**src/rtl/op_accum_unit.sv**
```systemverilog
// op_accum_unit: multi-lane select, per-beat unary op, and modular accumulation
// over a programmed beat count. The final sum is offered on a valid/ready port.
module op_accum_unit #(
   parameter int WIDTH     = 8,
   parameter int CHANNELS  = 4,
   parameter int SEL_W     = $clog2(CHANNELS),
   parameter int ACC_WIDTH = WIDTH * 2
) (
   input  logic                       clk,
   input  logic                       rst,
   input  logic                       start,
   input  logic [7:0]                 count,
   input  logic                       in_valid,
   output logic                       in_ready,
   input  logic [CHANNELS*WIDTH-1:0]  data_in,
   input  logic [SEL_W-1:0]           sel,
   input  logic [1:0]                 op,
   output logic                       out_valid,
   input  logic                       out_ready,
   output logic [ACC_WIDTH-1:0]       acc_out,
   output logic                       ovf,
   output logic                       busy
);

   typedef enum logic [1:0] {
      IDLE  = 2'd0,
      ACCUM = 2'd1,
      DONE  = 2'd2
   } state_t;

   state_t                 state;
   state_t                 state_next;
   logic [ACC_WIDTH-1:0]   acc;
   logic [7:0]             remaining;
   logic                   ovf_flag;

   logic [WIDTH-1:0]       lane [CHANNELS];
   logic [WIDTH-1:0]       x;
   logic [WIDTH-1:0]       op_res;
   logic [ACC_WIDTH:0]     sum;
   logic                   beat;

   // Unpack the lane bus into an indexable array.
   for (genvar gi = 0; gi < CHANNELS; gi++) begin : g_lane
      assign lane[gi] = data_in[gi*WIDTH +: WIDTH];
   end

   // Lane mux; a select beyond the last lane yields a zero operand.
   always_comb begin
      x = '0;
      for (int k = 0; k < CHANNELS; k++) begin
         if (sel == SEL_W'(k)) x = lane[k];
      end
   end

   // Per-beat unary operation at lane width, then widened add with carry-out.
   always_comb begin
      case (op)
         2'd0:    op_res = x;
         2'd1:    op_res = ~x;
         2'd2:    op_res = x + WIDTH'(1);
         default: op_res = '0;
      endcase
      sum  = {1'b0, acc} + {{(ACC_WIDTH + 1 - WIDTH){1'b0}}, op_res};
      beat = in_valid && in_ready;
   end

   // State register.
   always_ff @(posedge clk or negedge rst) begin
      if (!rst) state <= IDLE;
      else      state <= state_next;
   end

   // Next-state logic.
   always_comb begin
      state_next = state;
      case (state)
         IDLE:    if (start) state_next = (count == 8'd0) ? DONE : ACCUM;
         ACCUM:   if (beat && remaining == 8'd1) state_next = DONE;
         DONE:    if (out_ready) state_next = IDLE;
         default: state_next = IDLE;
      endcase
   end

   // Accumulator, beat counter and sticky wrap flag.
   always_ff @(posedge clk or negedge rst) begin
      if (!rst) begin
         acc       <= '0;
         remaining <= '0;
         ovf_flag  <= 1'b0;
      end else if (state == IDLE && start) begin
         acc       <= '0;
         remaining <= count;
         ovf_flag  <= 1'b0;
      end else if (beat) begin
         acc       <= sum[ACC_WIDTH-1:0];
         remaining <= remaining - 8'd1;
         ovf_flag  <= ovf_flag | sum[ACC_WIDTH];
      end
   end

   // Outputs decoded from state; the result is the live accumulator.
   always_comb begin
      in_ready  = (state == ACCUM);
      out_valid = (state == DONE);
      busy      = (state != IDLE);
      acc_out   = acc;
      ovf       = ovf_flag;
   end

endmodule

```
**config.mk**
```make
export PLATFORM = sky130hd
export DESIGN_NAME = op_accum_unit
export DESIGN_NICKNAME = d
export VERILOG_FILES = /design/src/rtl/op_accum_unit.sv
export SDC_FILE = /design/constraint.sdc
export NUM_CORES = 1
export LEC_CHECK = 0
export CORE_MARGIN = 5
export CORE_UTILIZATION = 50
export DETAILED_ROUTE_END_ITERATION = 8
export PLACE_DENSITY = 0.95
export SLEW_MARGIN = 5
export SYNTH_ARGS = -nofsm -noshare
export SYNTH_HDL_FRONTEND = slang
export SYNTH_SLANG_ARGS = --single-unit
```
**constraint.sdc**
```tcl
create_clock -name clk -period 3.85 [get_ports clk]
set_input_delay 0.77 -clock clk [delete_from_list [all_inputs] [get_ports clk]]
set_output_delay 0.77 -clock clk [all_outputs]
set_load 0.02 [all_outputs]
```
==> results of run 1 <==
[sequential cells by signal, summed over array words and instances (netlist names)]
name / flops
remaining: 8
state: 2
acc_out: 16
ovf: 1
[worst max-delay path: stages]
cell and delay [ns]:
clkdlybuf4s50_1 0.40, mux4_2 0.51, ha_2 0.22, and3_1 0.18
nand3_1 0.13, mux2i_2 0.31, o22ai_2 0.16, ha_4 0.20
a2111oi_0 0.42, o21ai_1 0.22, nand4_1 0.20, xor2_1 0.17
nor2_1 0.05
[layout make-up]
class                           count  area [um2]  area share, %
Timing Repair Buffer               97         892           28.8
Tap cell                           50        62.6           2.02
Clock inverter                      1        5.00          0.162
Clock buffer                        3        41.3           1.33
Sequential cell                    27         676           21.8
Multi-Input combinational cell    184        1400           45.1
Inverter                            6        22.5          0.728
[synth_stat cells (3+ instances only)]
| master | number |
|---|---|
| a21o_1 | 5 |
| a21oi_1 | 11 |
| clkbuf_1 | 6 |
| dfrtp_1 | 27 |
| ha_1 | 11 |
| inv_1 | 6 |
| mux2i_1 | 6 |
| mux4_2 | 8 |
| nand2_1 | 23 |
| nand3_1 | 8 |
| nor2_1 | 19 |
| nor2b_1 | 8 |
| nor3_1 | 3 |
| o211ai_1 | 4 |
| o21ai_0 | 17 |
| o22ai_1 | 6 |
| xnor2_1 | 13 |
| xor2_1 | 5 |
[report_power, final]
group          switching, mW  leakage, nW  internal, mW
logic                  0.474        0.937         0.457
clock network         0.0958       0.0255        0.0728
registers             0.0915        0.354         0.371
total                  0.661         1.32         0.900
[what timing repair did]
item / in CTS / in global routing
resized for setup: 4 / 8
cloned: 0 / 0
buffers inserted: 0 / 1
pin swaps: 1 / 2
setup endpoints to repair: 11 / 8
[layer usage]
layer  vias to the layer above  track usage, %
li1                       1021               -
met1                      1041            28.1
met2                        78            39.9
met3                        12            4.41
met4                         0            8.50
met5                         -               0
[layout by cell type (no fill, tap or decap), types with 3 or more instances in the layout]
cell type | netlist | layout
a21o_1 | 5 | 5
a21oi_1 | 11 | 10
buf_4 | 0 | 29
clkbuf_8 | 0 | 3
clkdlybuf4s50_1 | 0 | 66
dfrtp_1 | 27 | 27
ha_1 | 11 | 9
inv_1 | 6 | 6
mux2i_1 | 6 | 5
mux4_2 | 8 | 8
nand2_1 | 23 | 22
nand3_1 | 8 | 8
nor2_1 | 19 | 19
nor2b_1 | 8 | 8
nor3_1 | 3 | 3
o211ai_1 | 4 | 4
o21ai_0 | 17 | 15
o22ai_1 | 6 | 5
xnor2_1 | 13 | 13
xor2_1 | 5 | 5
[metrics by stage]
stage               hold WS (ns)  setup WS [ns]  power, mW  utilization [%]
finish                     0.495         0.0823       1.56             76.3
global route               0.526         0.0171       1.67             76.3
CTS                        0.498         0.0206       1.53             75.5
detailed placement         0.477         -0.434       1.36             74.3
global placement           0.479         -0.213       1.32             74.3
floorplan                  0.474          0.238      0.997                -
[cells by family (layout without fill, tap and decap cells)]
kind of cell    count (synthesis)  in the layout  synth area share [%]
compound gates                 61             61                  19.1
xor+xnor                       18             18                  7.48
fa+ha+maj                      12             12                  7.48
buf+inv                        16            107                  3.26
flops                          27             27                  32.0
mux                            15             15                  11.9
simple gates                   78             78                  18.8
[path summary, 6_finish.rpt]
path                              from     endpoint  slack (ns)
setup / recovery           data_in[25]  acc_out[14]        0.08
hold / removal                     ovf          ovf        0.49
setup reg to reg            acc_out[0]  acc_out[14]        1.60
hold reg to reg                    ovf          ovf        0.49
max in group asynchronous          rst   acc_out[4]        2.73
min in group asynchronous          rst     state[1]        0.85
==> metrics.md, run 1 <==
| Metric | Value |
|---|---|
| Status | finished, final reports clean |
| Largest net degree at the start of global routing | 28 |
| Power per cell area | 505 nW/um2 |
| Chip width | 74.9 um |
| Share of Yosys cell area claimed by the top area cell type | 32.0% |
| Max-Cap Viols | 0 |
| # fillers | 250 |
| Post-synthesis sequential area ratio | 32.0% |
| ANT nets after route | 0 |
| N_diodes | 0 |
| Clock period minus worst slack | 3.77 ns |
| # IOs | 69 |
| Slew @ Worst Pin | 0.960 ns |
| Leak Pwr | 1.32 nW |
| Dpl cells | 363 |
| Slew Viols, Final | 0 |
| Post-Syn Area per Cell | 9.29 um2 |
| Final net count | 380 |
| Placed wire-length estimate | 4.73 mm |
| Synthesized Nets | 288 |
| Initial Util | 52.0% |
| CORE AREA | 4060 um2 |
| GR Overflow Total | 0 |
| Hold Crit Class | reg -> reg |
| Worst EP required | 4.03 ns |
| Total length of routed met3 wires | 345 um |
| Async SR Flop Fraction | 100% |
| Fmax | 265 MHz |
| Final cell count without fillers | 368 |
| Chip height | 74.9 um |
| Gp weighted congestion | 0.860 |
| Rel. slew slack | 35.8% |
| CTS Sinks | 27 |
| Critical Path AT | 3.95 ns |
| Clock-pin transition on the worst setup and hold timing paths | 0.10 ns |
| Hold_buf cts | 0 |
| Period utilisation layout | 97.9% |
| Initial drt markers | 179 |
| Cts bufs inserted | 3 |
| Post-DP Area | 3020 um2 |
| Vias | 2152 |
| Longest Clk Path Bufs | 2 |
| Worst vdd ir | 0.282 mV |
| Port bufs | 68 |
| Worst r2r path cells | 8 |
| Routed WL | 6.18 mm |
| Vias in the first global route | 2188 |
| TNS Setup | 0 ns |
| Fin. Hold Viols | 0 |
| Post-synth EDFFs | 0 |
| DR vias/cell | 5.85 |
| Post-Syn Area | 2110 um2 |
| Synth area leaders | dfrtp_1, mux4_2, ha_1 |
| CTS tree | built |
| CP Class | in -> reg |
| Clock Latency Late Sink | 0.28 ns |
| H-tree Lvls | 1 |
| Met1 WL | 2.40 mm |
| Clock root buffer | clkbuf_8 |
| GR Util All Layers | 23.0% |
| Fin area | 3090 um2 |
| Setup violations, final | 0 |
| Area growth syn-to-layout | 46.8% |
| Drt first pass iters | 4 |
| Row count | 23 |
| Largest area contributor in the netlist | dfrtp_1 |
| Share of layout cells above drive strength 1 | 17.0% |
| Main synth FF type | dfrtp_1 |
| Distinct cells, synth | 51 |
| Clock skew | 0.0117 ns |
| Routed wire length per instance | 16.8 um |
| Startpoint Class | input pin |
| Max Used Layer | met4 |
| Initial antenna violation count | 0 |
| YS warnings | 0 |
| Routed met2 length | 3.27 mm |
| Die ar. | 5620 um2 |
| Hold Crit Depth | 2 |
| DRC errors left | 0 |
| Global-route wire length before repair | 9.96 mm |
| RSZ-0062 raised after global routing | false |
| Yosys reg bits | 27 |
| CP Max Fanout | 3 |
| Crit. End Element | register |
| Mapped Cells | 227 |
(Power assumes the default switching activity.)
==> inputs of run 2 (changes only) <==
--- a/config.mk
+++ b/config.mk
@@ -5,6 +5,7 @@
 export SDC_FILE = /design/constraint.sdc
 export NUM_CORES = 1
 export LEC_CHECK = 0
+export ABC_CLOCK_PERIOD_IN_PS = 3850
 export CORE_MARGIN = 5
 export CORE_UTILIZATION = 50
 export DETAILED_ROUTE_END_ITERATION = 8
==> results of run 2 <==
Same layout as run 1: the final DEF is identical, and so are final timing and power.
==> inputs of run 3 (changes only) <==
--- a/config.mk
+++ b/config.mk
@@ -6,10 +6,11 @@
 export NUM_CORES = 1
 export LEC_CHECK = 0
 export ABC_CLOCK_PERIOD_IN_PS = 3850
-export CORE_MARGIN = 5
-export CORE_UTILIZATION = 50
+export CORE_UTILIZATION = 55
+export CTS_CLUSTER_SIZE = 25
 export DETAILED_ROUTE_END_ITERATION = 8
-export PLACE_DENSITY = 0.95
+export DONT_BUFFER_PORTS = 1
+export PLACE_DENSITY = 0.79
 export SLEW_MARGIN = 5
 export SYNTH_ARGS = -nofsm -noshare
 export SYNTH_HDL_FRONTEND = slang
==> metrics.md, run 3 (synthesis gave the netlist of run 1 again) <==
| Metric | Value |
|---|---|
| Period utilisation layout | 84.9% |
| Hold_buf cts | 0 |
| Clock skew | 0.00479 ns |
| Worst r2r path cells | 8 |
| RSZ-0062 raised after global routing | false |
| Status | finished, final reports clean |
| Largest net degree at the start of global routing | 28 |
| Global-route wire length before repair | 6.82 mm |
| Slowest-stage cell, CP | mux4_2 |
| Initial drt markers | 78 |
| CP Cell Sequence | mux4_2, ha_1, and3_1, nand3_1, mux2i_1, o22ai_1, ha_1, o21a_1, o21ai_0, nand2b_1, nand2_1, or3_1, a21oi_1 |
| Initial Util | 57.6% |
| CORE AREA | 3660 um2 |
| Longest Clk Path Bufs | 2 |
| Critical path depth | 13 |
| Fin. Hold Viols | 0 |
| Row count | 22 |
| Cts bufs inserted | 3 |
| Worst hold margin | 0.174 ns |
| DR vias/cell | 6.10 |
| CP Max Fanout | 8 |
| Max-Cap Viols | 0 |
| Critical path capture point | acc_out[10] |
| Crit. End Element | register |
| ANT nets after route | 0 |
| Port bufs | 0 |
| GR Util All Layers | 21.1% |
| Met2 Use GR | 36.6% |
| Most frequent cells in the layout | dfrtp_1, nand2_1, nor2_1 |
| Gp weighted congestion | 0.831 |
| Share of layout cells above drive strength 1 | 8.56% |
| Clock Latency Late Sink | 0.28 ns |
| R2R setup slack | 1.57 ns |
| Die ar. | 4090 um2 |
| Chip width | 63.9 um |
| Worst vdd ir | 0.338 mV |
| CP Class | in -> reg |
| CP dominant cell by count | ha_1 |
| Busiest metal layer after global routing | met2 |
| Largest delay share family, worst path | simple AND/OR/NAND/NOR gates |
| Met1 Usage GRT | 26.8% |
| Chip height | 63.9 um |
| Fmax | 306 MHz |
| Area growth syn-to-layout | 3.20% |
| Clock-pin transition on the worst setup and hold timing paths | 0.09 ns |
| CP bufs+invs | 0 |
| Vias in the first global route | 1562 |
| GR Overflow Total | 0 |
| N_diodes | 0 |
| Routed wire length per instance | 15.2 um |
| CTS tree | built |
| DRC errors left | 0 |
| Startpoint Class | input pin |
| Max incr delay on CP | 0.52 ns |
| Setup violations, final | 0 |
| # Post-CTS Setup Buffers | 0 |
| Hold Crit Class | in -> async |
| Slew Viols, Final | 0 |
| # fillers | 314 |
| Critical Path AT | 3.47 ns |
| Met3 Use GR | 4.64% |
| CP startpoint | sel[0] |
| Clock root buffer | clkbuf_8 |
| Clock period minus worst slack | 3.27 ns |
| TNS Setup | 0 ns |
| Placed wire-length estimate | 3.19 mm |
| Drt first pass iters | 4 |
| Power per cell area | 582 nW/um2 |
| # IOs | 69 |
| Commonest non-fill, non-tap cell in the layout | dfrtp_1 |
| Rel. slew slack | 39.8% |
| Initial antenna violation count | 0 |
| Final net count | 284 |
| PnR Total Power | 1.27 mW |
| RR Startpoint | acc_out[0] |
| Reg-to-reg endpoint | acc_out[6] |
| H-tree Lvls | 1 |
| Leak Pwr | 0.923 nW |
| Worst EP required | 4.05 ns |
| Post-CTS sizing | 0 |
| Routed WL | 4.12 mm |
| Flip-flop count of the largest register after layout | 16 |
| Slew @ Worst Pin | 0.900 ns |
| Vias | 1647 |
| CTS Sinks | 27 |
==> run 3: cell count changes in the layout (fill, tap and decap cells not counted), sizes merged <==
cell,before,now
clkbuf,4,3
clkdlybuf4s50,66,0
buf,29,1
dlygate4sd2,1,0
==> run 3: worst min-delay path by stage <==
stage               from            to  slack (ns)  depth (start not counted)
finish               rst  remaining[1]        0.17                          0
global route         rst  remaining[1]        0.16                          0
CTS                  rst  remaining[1]        0.17                          0
detailed placement   rst  remaining[1]        0.48                          0
global placement     rst      state[0]        0.47                          0
floorplan            rst    acc_out[0]        0.47                          0
==> run 3: through the flow <==
stage | setup slack, ns | util [%] | std cells | area [um2]
after floorplan | 0.238 | - | 227 | 2110
after global placement | 0.401 | 58.2 | 266 | 2130
after detailed placement | 0.305 | 58.2 | 266 | 2130
after CTS | 0.603 | 59.4 | 270 | 2180
after global routing | 0.309 | 59.4 | 270 | 2180
final | 0.582 | 59.4 | 270 | 2180
==> run 3: layer usage <==
layer	vias up	wire (um)
met2	39	2040
met4	0	23
met1	776	1830
li1	828	-
met5	-	0
met3	4	222
==> run 3: area by class of cell <==
cell class / instances / area, um2 / share of cell area (%)
inverter: 6 / 22.5 / 1.04
sequential: 27 / 676 / 31.1
clock buffer: 3 / 41.3 / 1.90
timing repair buffer: 1 / 7.51 / 0.345
tap: 48 / 60.1 / 2.76
clock inverter: 1 / 5.00 / 0.230
multi-input combinational: 184 / 1360 / 62.7
==> run 3: where the power goes <==
group	total (mW)	internal (mW)	switching, mW
logic	0.595	0.254	0.341
registers	0.508	0.370	0.138
clock network	0.164	0.0727	0.0909
